<file path="src/rtl/if_id_stage.sv">
// IF/ID pipeline register with valid/ready handshake, flush and saturating stall counter.
// Define IF_ID_SKID_BUF_EN to add a one-entry skid buffer that registers in_ready.
module if_id_stage #(
  parameter int unsigned        PC_W     = 32,
  parameter int unsigned        INST_W   = 32,
  parameter logic [INST_W-1:0]  NOP_INST = '0,
  parameter int unsigned        CNT_W    = 16
) (
  input  logic              clk,
  input  logic              rst_n,
  input  logic              flush,
  input  logic              in_valid,
  output logic              in_ready,
  input  logic [PC_W-1:0]   in_pc,
  input  logic [INST_W-1:0] in_inst,
  output logic              out_valid,
  input  logic              out_ready,
  output logic [PC_W-1:0]   out_pc,
  output logic [INST_W-1:0] out_inst,
  output logic [CNT_W-1:0]  stall_cnt
);

  logic              out_valid_q, out_valid_d;
  logic [PC_W-1:0]   out_pc_q, out_pc_d;
  logic [INST_W-1:0] out_inst_q, out_inst_d;
  logic [CNT_W-1:0]  stall_cnt_q, stall_cnt_d;
  logic              accept, retire;

  assign retire = out_valid_q & out_ready;
  assign accept = in_valid & in_ready;

`ifdef IF_ID_SKID_BUF_EN
  logic              skid_full_q, skid_full_d;
  logic [PC_W-1:0]   skid_pc_q, skid_pc_d;
  logic [INST_W-1:0] skid_inst_q, skid_inst_d;

  // Readiness depends only on skid occupancy, never on out_ready.
  assign in_ready = ~skid_full_q & ~flush & rst_n;

  always_comb begin
    out_valid_d = out_valid_q;
    out_pc_d    = out_pc_q;
    out_inst_d  = out_inst_q;
    skid_full_d = skid_full_q;
    skid_pc_d   = skid_pc_q;
    skid_inst_d = skid_inst_q;
    if (flush) begin
      out_valid_d = 1'b0;
      out_inst_d  = NOP_INST;
      skid_full_d = 1'b0;
    end else if (retire) begin
      if (skid_full_q) begin
        out_valid_d = 1'b1;
        out_pc_d    = skid_pc_q;
        out_inst_d  = skid_inst_q;
        skid_full_d = 1'b0;
      end else if (accept) begin
        out_valid_d = 1'b1;
        out_pc_d    = in_pc;
        out_inst_d  = in_inst;
      end else begin
        out_valid_d = 1'b0;
        out_inst_d  = NOP_INST;
      end
    end else if (accept) begin
      if (!out_valid_q) begin
        out_valid_d = 1'b1;
        out_pc_d    = in_pc;
        out_inst_d  = in_inst;
      end else begin
        skid_full_d = 1'b1;
        skid_pc_d   = in_pc;
        skid_inst_d = in_inst;
      end
    end
  end

  always_ff @(posedge clk or negedge rst_n) begin
    if (!rst_n) begin
      skid_full_q <= 1'b0;
      skid_pc_q   <= '0;
      skid_inst_q <= NOP_INST;
    end else begin
      skid_full_q <= skid_full_d;
      skid_pc_q   <= skid_pc_d;
      skid_inst_q <= skid_inst_d;
    end
  end
`else
  assign in_ready = (~out_valid_q | out_ready) & ~flush & rst_n;

  always_comb begin
    out_valid_d = out_valid_q;
    out_pc_d    = out_pc_q;
    out_inst_d  = out_inst_q;
    if (flush) begin
      out_valid_d = 1'b0;
      out_inst_d  = NOP_INST;
    end else if (accept) begin
      out_valid_d = 1'b1;
      out_pc_d    = in_pc;
      out_inst_d  = in_inst;
    end else if (retire) begin
      out_valid_d = 1'b0;
      out_inst_d  = NOP_INST;
    end
  end
`endif

  always_comb begin
    stall_cnt_d = stall_cnt_q;
    if (out_valid_q && !out_ready && !flush && (stall_cnt_q != {CNT_W{1'b1}})) begin
      stall_cnt_d = stall_cnt_q + CNT_W'(1);
    end
  end

  always_ff @(posedge clk or negedge rst_n) begin
    if (!rst_n) begin
      out_valid_q <= 1'b0;
      out_pc_q    <= '0;
      out_inst_q  <= NOP_INST;
      stall_cnt_q <= '0;
    end else begin
      out_valid_q <= out_valid_d;
      out_pc_q    <= out_pc_d;
      out_inst_q  <= out_inst_d;
      stall_cnt_q <= stall_cnt_d;
    end
  end

  assign out_valid = out_valid_q;
  assign out_pc    = out_pc_q;
  assign out_inst  = out_inst_q;
  assign stall_cnt = stall_cnt_q;

endmodule

</file>
<file path="config.mk">
export PLATFORM = sky130hd
export DESIGN_NAME = if_id_stage
export DESIGN_NICKNAME = d
export VERILOG_FILES = /design/src/rtl/if_id_stage.sv
export SDC_FILE = /design/constraint.sdc
export NUM_CORES = 1
export LEC_CHECK = 0
export BUFFER_PORTS_ARGS = -buffer_cell sky130_fd_sc_hd__buf_4
export CAP_MARGIN = 0
export CORE_ASPECT_RATIO = 0.75
export CORE_MARGIN = 8
export CORE_UTILIZATION = 42
export DETAILED_ROUTE_END_ITERATION = 6
export PLACE_DENSITY = 0.85
export SYNTH_ARGS = -nofsm -noshare
export SYNTH_HDL_FRONTEND = slang
export SYNTH_SLANG_ARGS = --single-unit
</file>
<file path="constraint.sdc">
create_clock -name clk -period 2.1 [get_ports clk]
set_clock_uncertainty 0.2 [all_clocks]
set_input_delay 0.21 -clock clk [delete_from_list [all_inputs] [get_ports clk]]
set_output_delay 0.21 -clock clk [all_outputs]
set_load 0.05 [all_outputs]
</file>
# --- Word level (Yosys, flattened, before mapping) ---
# Cells that the tools add are included.
totals:
  register_bits: 81
  output_inout_bits: 82
  in_bits: 69
op_classes:
  n_eq_ne: 1
  n_mux: 6
  bitwise: 7
  n_addsub: 1
  n_reduce_logical: 7
op_table:
  columns: ["op", "count"]
  rows:
  - ["two-way mux 32 bit", 3]
  - ["adder 16 x 1 -> 16 bit (second input constant)", 1]
  - ["inequality test 16 bit (second input constant)", 1]
  - ["AND 1 bit", 4]
  - ["logical AND 1 bit", 3]
  - ["two-way mux 1 bit", 3]
  - ["nonzero test 3 bit", 1]
  - ["zero test 1 bit", 2]
  - ["inverter 1 bit", 2]
  - ["AND reduction 2 bit", 1]
  - ["bitwise OR 1 bit", 1]

# --- Logic depth before layout (Yosys ltp) ---
depth:
  ltp_word: 7
  depth_mapped: 6
  ltp_nobuf: 5

# --- Worst setup path after synthesis ---
# Ideal clock, no wire load.
synth_timing:
  kind: "flip-flop to flip-flop"
  from: "reg out_valid_q, in the netlist out_valid"
  to: "reg stall_cnt_q[15], in the netlist stall_cnt[15]"
  arrival_time_ns: 2.067
  stages_incl_launch_ff: 7
  slack_ns: -0.295
  n_path_buf: 2
  required_time_ns: 1.772
  synth_period_minus_slack_ns: 2.395
  path_cell_list: "dfrtp_1 > or3b_1 > buf_2 > or2_1 > buf_2 > nor4_4 > mux2_1"
synth_between:
  elab_chain_len: 3
synth_lines:
  columns: ["element", "line_no", "source"]
  rows:
  - ["from (decl)", "23", "logic out_valid_q, out_valid_d;"]
  - ["from (signal assigned)", "124", "out_valid_q <= out_valid_d;"]
  - ["logical AND 1 bit (3 in a row)", "112", "if (out_valid_q && !out_ready && !flush && (stall_cnt_q != {CNT_W{1'b1}})) begin"]
  - ["to (signal assigned)", "127", "stall_cnt_q <= stall_cnt_d;"]
  - ["to (decl)", "26", "logic [CNT_W-1:0] stall_cnt_q, stall_cnt_d;"]
# Every way passes these cells.
# A chain may end at the register's enable or synchronous reset.

# --- Worst setup path after layout ---
layout_timing:
  from: "reg out_valid_q, in the netlist out_valid"
  to: "reg out_pc_q[27], in the netlist out_pc[27]"
layout_between:
  elab_chain_len: 6
layout_lines:
  columns: ["element", "line_no", "source"]
  rows:
  - ["inverter 1 bit", "90", "assign in_ready = (~out_valid_q | out_ready) & ~flush & rst_n;"]
  - ["bitwise OR 1 bit", "90", null]
  - ["AND 1 bit (2 in a row)", "90", null]
  - ["AND 1 bit", "30", "assign accept = in_valid & in_ready;"]
  - ["AND reduction 2 bit (no line)", null, null]
  - ["to (signal assigned)", "125", "out_pc_q <= out_pc_d;"]
  - ["to (decl)", "24", "logic [PC_W-1:0] out_pc_q, out_pc_d;"]
# Every way passes these cells.

==> results.json <==
{
  "syn-num-nets": 298,
  "yosys.area_share.adder_pct": 0.389,
  "path_cells": "nor2b_1 -> and4bb_2 -> buf_12 -> mux2_1",
  "period_share_pct": 93.6,
  "critical_path_required_ns": 2.12,
  "clock_latency_ns": 0.34,
  "synth_xor_area_share_pct": 1.91,
  "maximum_number_of_pins_on_one_net_before_global_route_repair": 82,
  "grt_overflow_total": 0,
  "cellLeakagePower_nw": 2.62,
  "drv_slew": 0,
  "min_delay_worst_endpoint": "stall_cnt[2]$_DFFE_PN0P_",
  "global_route.peak_usage_layer": "met2",
  "ir_worst_vdd_mv": 0.553,
  "whs_path_depth": 4,
  "avgSynthCellArea_um2": 14.1,
  "routed_via_count": 2868,
  "cp_slowest_stage_delay_ns": 0.44,
  "total_clock_sinks": 81,
  "total_i_o_pin_count": 151,
  "cts_setup_buffers": 0,
  "die-height_um": 91.8,
  "cp-end-kind": "flip-flop",
  "placedCellCount": 476,
  "tritoncts": "yes",
  "routedWlPerCell_um": 18.6,
  "cpLargestDelayFamily": "simple AND/OR/NAND/NOR gates",
  "floorplan.die.width_um": 117,
  "reg2reg_slack_ns": 0.13,
  "routed_wirelength_um": 10400,
  "grtUsageMet2_pct": 33.4,
  "grt_use_met1_pct": 22.1,
  "grtUsageTotal_pct": 19.5,
  "synth_top_family_by_area": "multiplexers",
  "synth-compound-area-share_pct": 11.0,
  "timing.rr.start": "out_valid$_DFFE_PN0P_",
  "max-clock-path-buffers": 2,
  "critPathBufInv": 1,
  "floorplan.initialDensity_pct": 43.5,
  "reg2reg_depth": 4,
  "final_nets": 521,
  "dieArea_mm2": 0.0107,
  "timing_worst_setup_path_type": "reg2reg",
  "worst_slew_margin_rel_pct": 32.3,
  "r2r-end": "out_pc[27]$_DFFE_PN0P_",
  "post_synth_inst_count": 228,
  "crit_path_max_fanout": 35,
  "hpwlAfterDp_um": 6640,
  "port_buffers": 150,
  "post-route-min-period_ns": 1.97,
  "synthToLayoutAreaGrowth_pct": 68.4,
  "final_antenna_net_count": 0,
  "synth_mux_area_share_pct": 12.9,
  "rows": 27,
  "synth_seq_cells": 81,
  "cts.reportedPaths.clkPinSlew_ns": 0.08,
  "cts_made_buffers": 9,
  "min-delay-path-class": "in2reg",
  "number_of_global_route_vias_before_repair": 3060,
  "final_layout_size_suffix_gt1_share_pct": 41.9,
  "timing.critical_path.slowest_stage_cell": "dfrtp_2",
  "detail_route.vias_per_cell": 5.11,
  "run_status": "finished clean",
  "cts-htree-levels": 3,
  "pre_antenna_drt_iters": 4,
  "synth_simple_gate_area_share_pct": 8.95,
  "final_core_utilization_pct": 73.2,
  "final_weighted_congestion_in_routability_driven_placement": 0.833,
  "final.fill_count": 464,
  "synth.yosys.warnings": 0,
  "post-route-drc-count": 0,
  "timing.fmax_mhz": 509,
  "cts_root_buffer": "clkbuf_8",
  "max_cap_violations": 0,
  "ys_seq_area_share_pct": 63.0,
  "grtUsageMet3_pct": 6.48,
  "final-instance-count-excl-fill": 561,
  "worst_hold_startpoint": "flush",
  "crit_path_start_kind": "flip-flop",
  "power-per-cell-area_mw_per_mm2": 849,
  "worst_pin_slew_ns": 1.02,
  "grt_setup_unrepaired": "false",
  "syn_area_mm2": 0.00322,
  "crit_arrival_ns": 1.99,
  "global_route_wire_length_before_repair_um": 16200,
  "placeableCoreArea_mm2": 0.00740,
  "final-setup-viol-count": 0,
  "grt_antenna_before_repair": 4,
  "detail_route.iter0.violations": 156,
  "ys_types": 31,
  "hold_violations": 0
}
## worst max path at each step
stage	from	to	slack [ns]	cells after the start
2_1_floorplan	out_valid$_DFFE_PN0P_	stall_cnt[15]$_DFFE_PN0P_	-0.15	6
3_3_place_gp	out_valid$_DFFE_PN0P_	stall_cnt[15]$_DFFE_PN0P_	0.20	4
3_5_place_dp	out_valid$_DFFE_PN0P_	out_inst[18]$_DFFE_PN0P_	0.14	5
4_1_cts	out_valid$_DFFE_PN0P_	out_inst[16]$_DFFE_PN0P_	0.10	5
5_1_grt	out_valid$_DFFE_PN0P_	out_inst[17]$_DFFE_PN0P_	0.04	5
6_report	out_valid$_DFFE_PN0P_	out_pc[27]$_DFFE_PN0P_	0.13	4
## repair_timing
item	4_1_cts	5_1_grt
endpoints found under the hold margin	112	0
hold buffers	65	0
gates resized for setup	0	1
setup endpoints to repair	0	11
## stage by stage
stage	hold slack [ns]	area, um2	TNS [ns]	power, W	setup WS [ns]
2_1_floorplan	-0.286	3240	-0.152	0.00275	-0.152
3_3_place_gp	0.226	4540	0	0.00327	0.200
3_5_place_dp	0.231	4540	0	0.00330	0.135
4_1_cts	0.0391	5400	0	0.00464	0.104
5_1_grt	0.124	5420	0	0.00479	0.0390
6_report	0.0711	5420	0	0.00460	0.135
## synth_stat cells
cell type  number  area [um2]
dfrtp_1        81        2030
mux2_1         35         394
a22o_1         32         280
clkbuf_1        8        30.0
a21oi_1         7        35.0
nand4_1         7        43.8
nand2_1         6        22.5
nor2_1          6        22.5
buf_2           5        25.0
nand3_1         4        20.0
xor2_1          4        35.0
a31oi_1         3        18.8
and3_1          3        18.8
or2_1           3        18.8
xnor2_1         3        26.3
and4_1          2        17.5
mux2i_1         2        20.0
nor2b_1         2        12.5
nor3_1          2        10.0
nor4_4          2        42.5
a211oi_2        1        12.5
a311oi_1        1        8.76
and4bb_2        1        12.5
ha_1            1        12.5
inv_1           1        3.75
nand2b_1        1        6.26
nor3_2          1        10.0
nor3b_1         1        7.51
nor4_1          1        6.26
or3b_1          1        8.76
or4_1           1        7.51
## where the power goes
group	total (W)	internal (W)	switching [W]
clock network	0.00122	0.000669	0.000553
registers	0.00188	0.00175	0.000134
logic	0.00150	0.000533	0.000962
## cells in the final DEF (no fill, tap or decap), types with 7 or more instances in the layout
cell type	synthesis	final
a21oi_1	7	7
a22o_1	32	32
buf_4	0	157
clkbuf_8	0	9
dfrtp_1	81	70
dfrtp_2	0	11
dlygate4sd3_1	0	65
mux2_1	35	35
nand4_1	7	7
## metal layers
layer  share of wire, %  wire length [um]  up-vias
met5                  0                 0        -
met4                1.9               193        0
met3                8.0               836       18
met2                 52              5430      124
met1                 38              3960     1430
li1                   -                 -     1296
## logic make-up (layout without fill, tap and decap cells)
| logic type | Yosys count | after routing |
|---|---|---|
| simple gates | 44 | 44 |
| flops | 81 | 81 |
| buf+inv | 14 | 242 |
| mux | 37 | 37 |
| fa+ha+maj | 1 | 1 |
| compound gates | 44 | 44 |
| other cells | 0 | 4 |
| xor+xnor | 7 | 7 |
## tightest hold or removal path, stage by stage
cell and delay, ns:
buf_4 0.13, nor2b_1 0.06, a21oi_1 0.13, a21oi_1 0.05
## sequential cells by signal, summed over array words and instances (netlist names)
| register | cells |
|---|---|
| out_inst | 32 |
| out_pc | 32 |
| out_valid | 1 |
| stall_cnt | 16 |
## final cells by class
type | count | area (um2) | share of cell area, %
inverters | 1 | 3.75 | 0.0693
clock buffers | 11 | 131 | 2.43
multi-input cells | 133 | 1140 | 21.1
repair buffers | 225 | 1880 | 34.7
flip-flops and latches | 81 | 2040 | 37.7
clock inverters | 5 | 80.1 | 1.48
diodes | 4 | 10.0 | 0.185
well taps | 101 | 126 | 2.33
No activity file was read; power rests on OpenSTA's default activity.
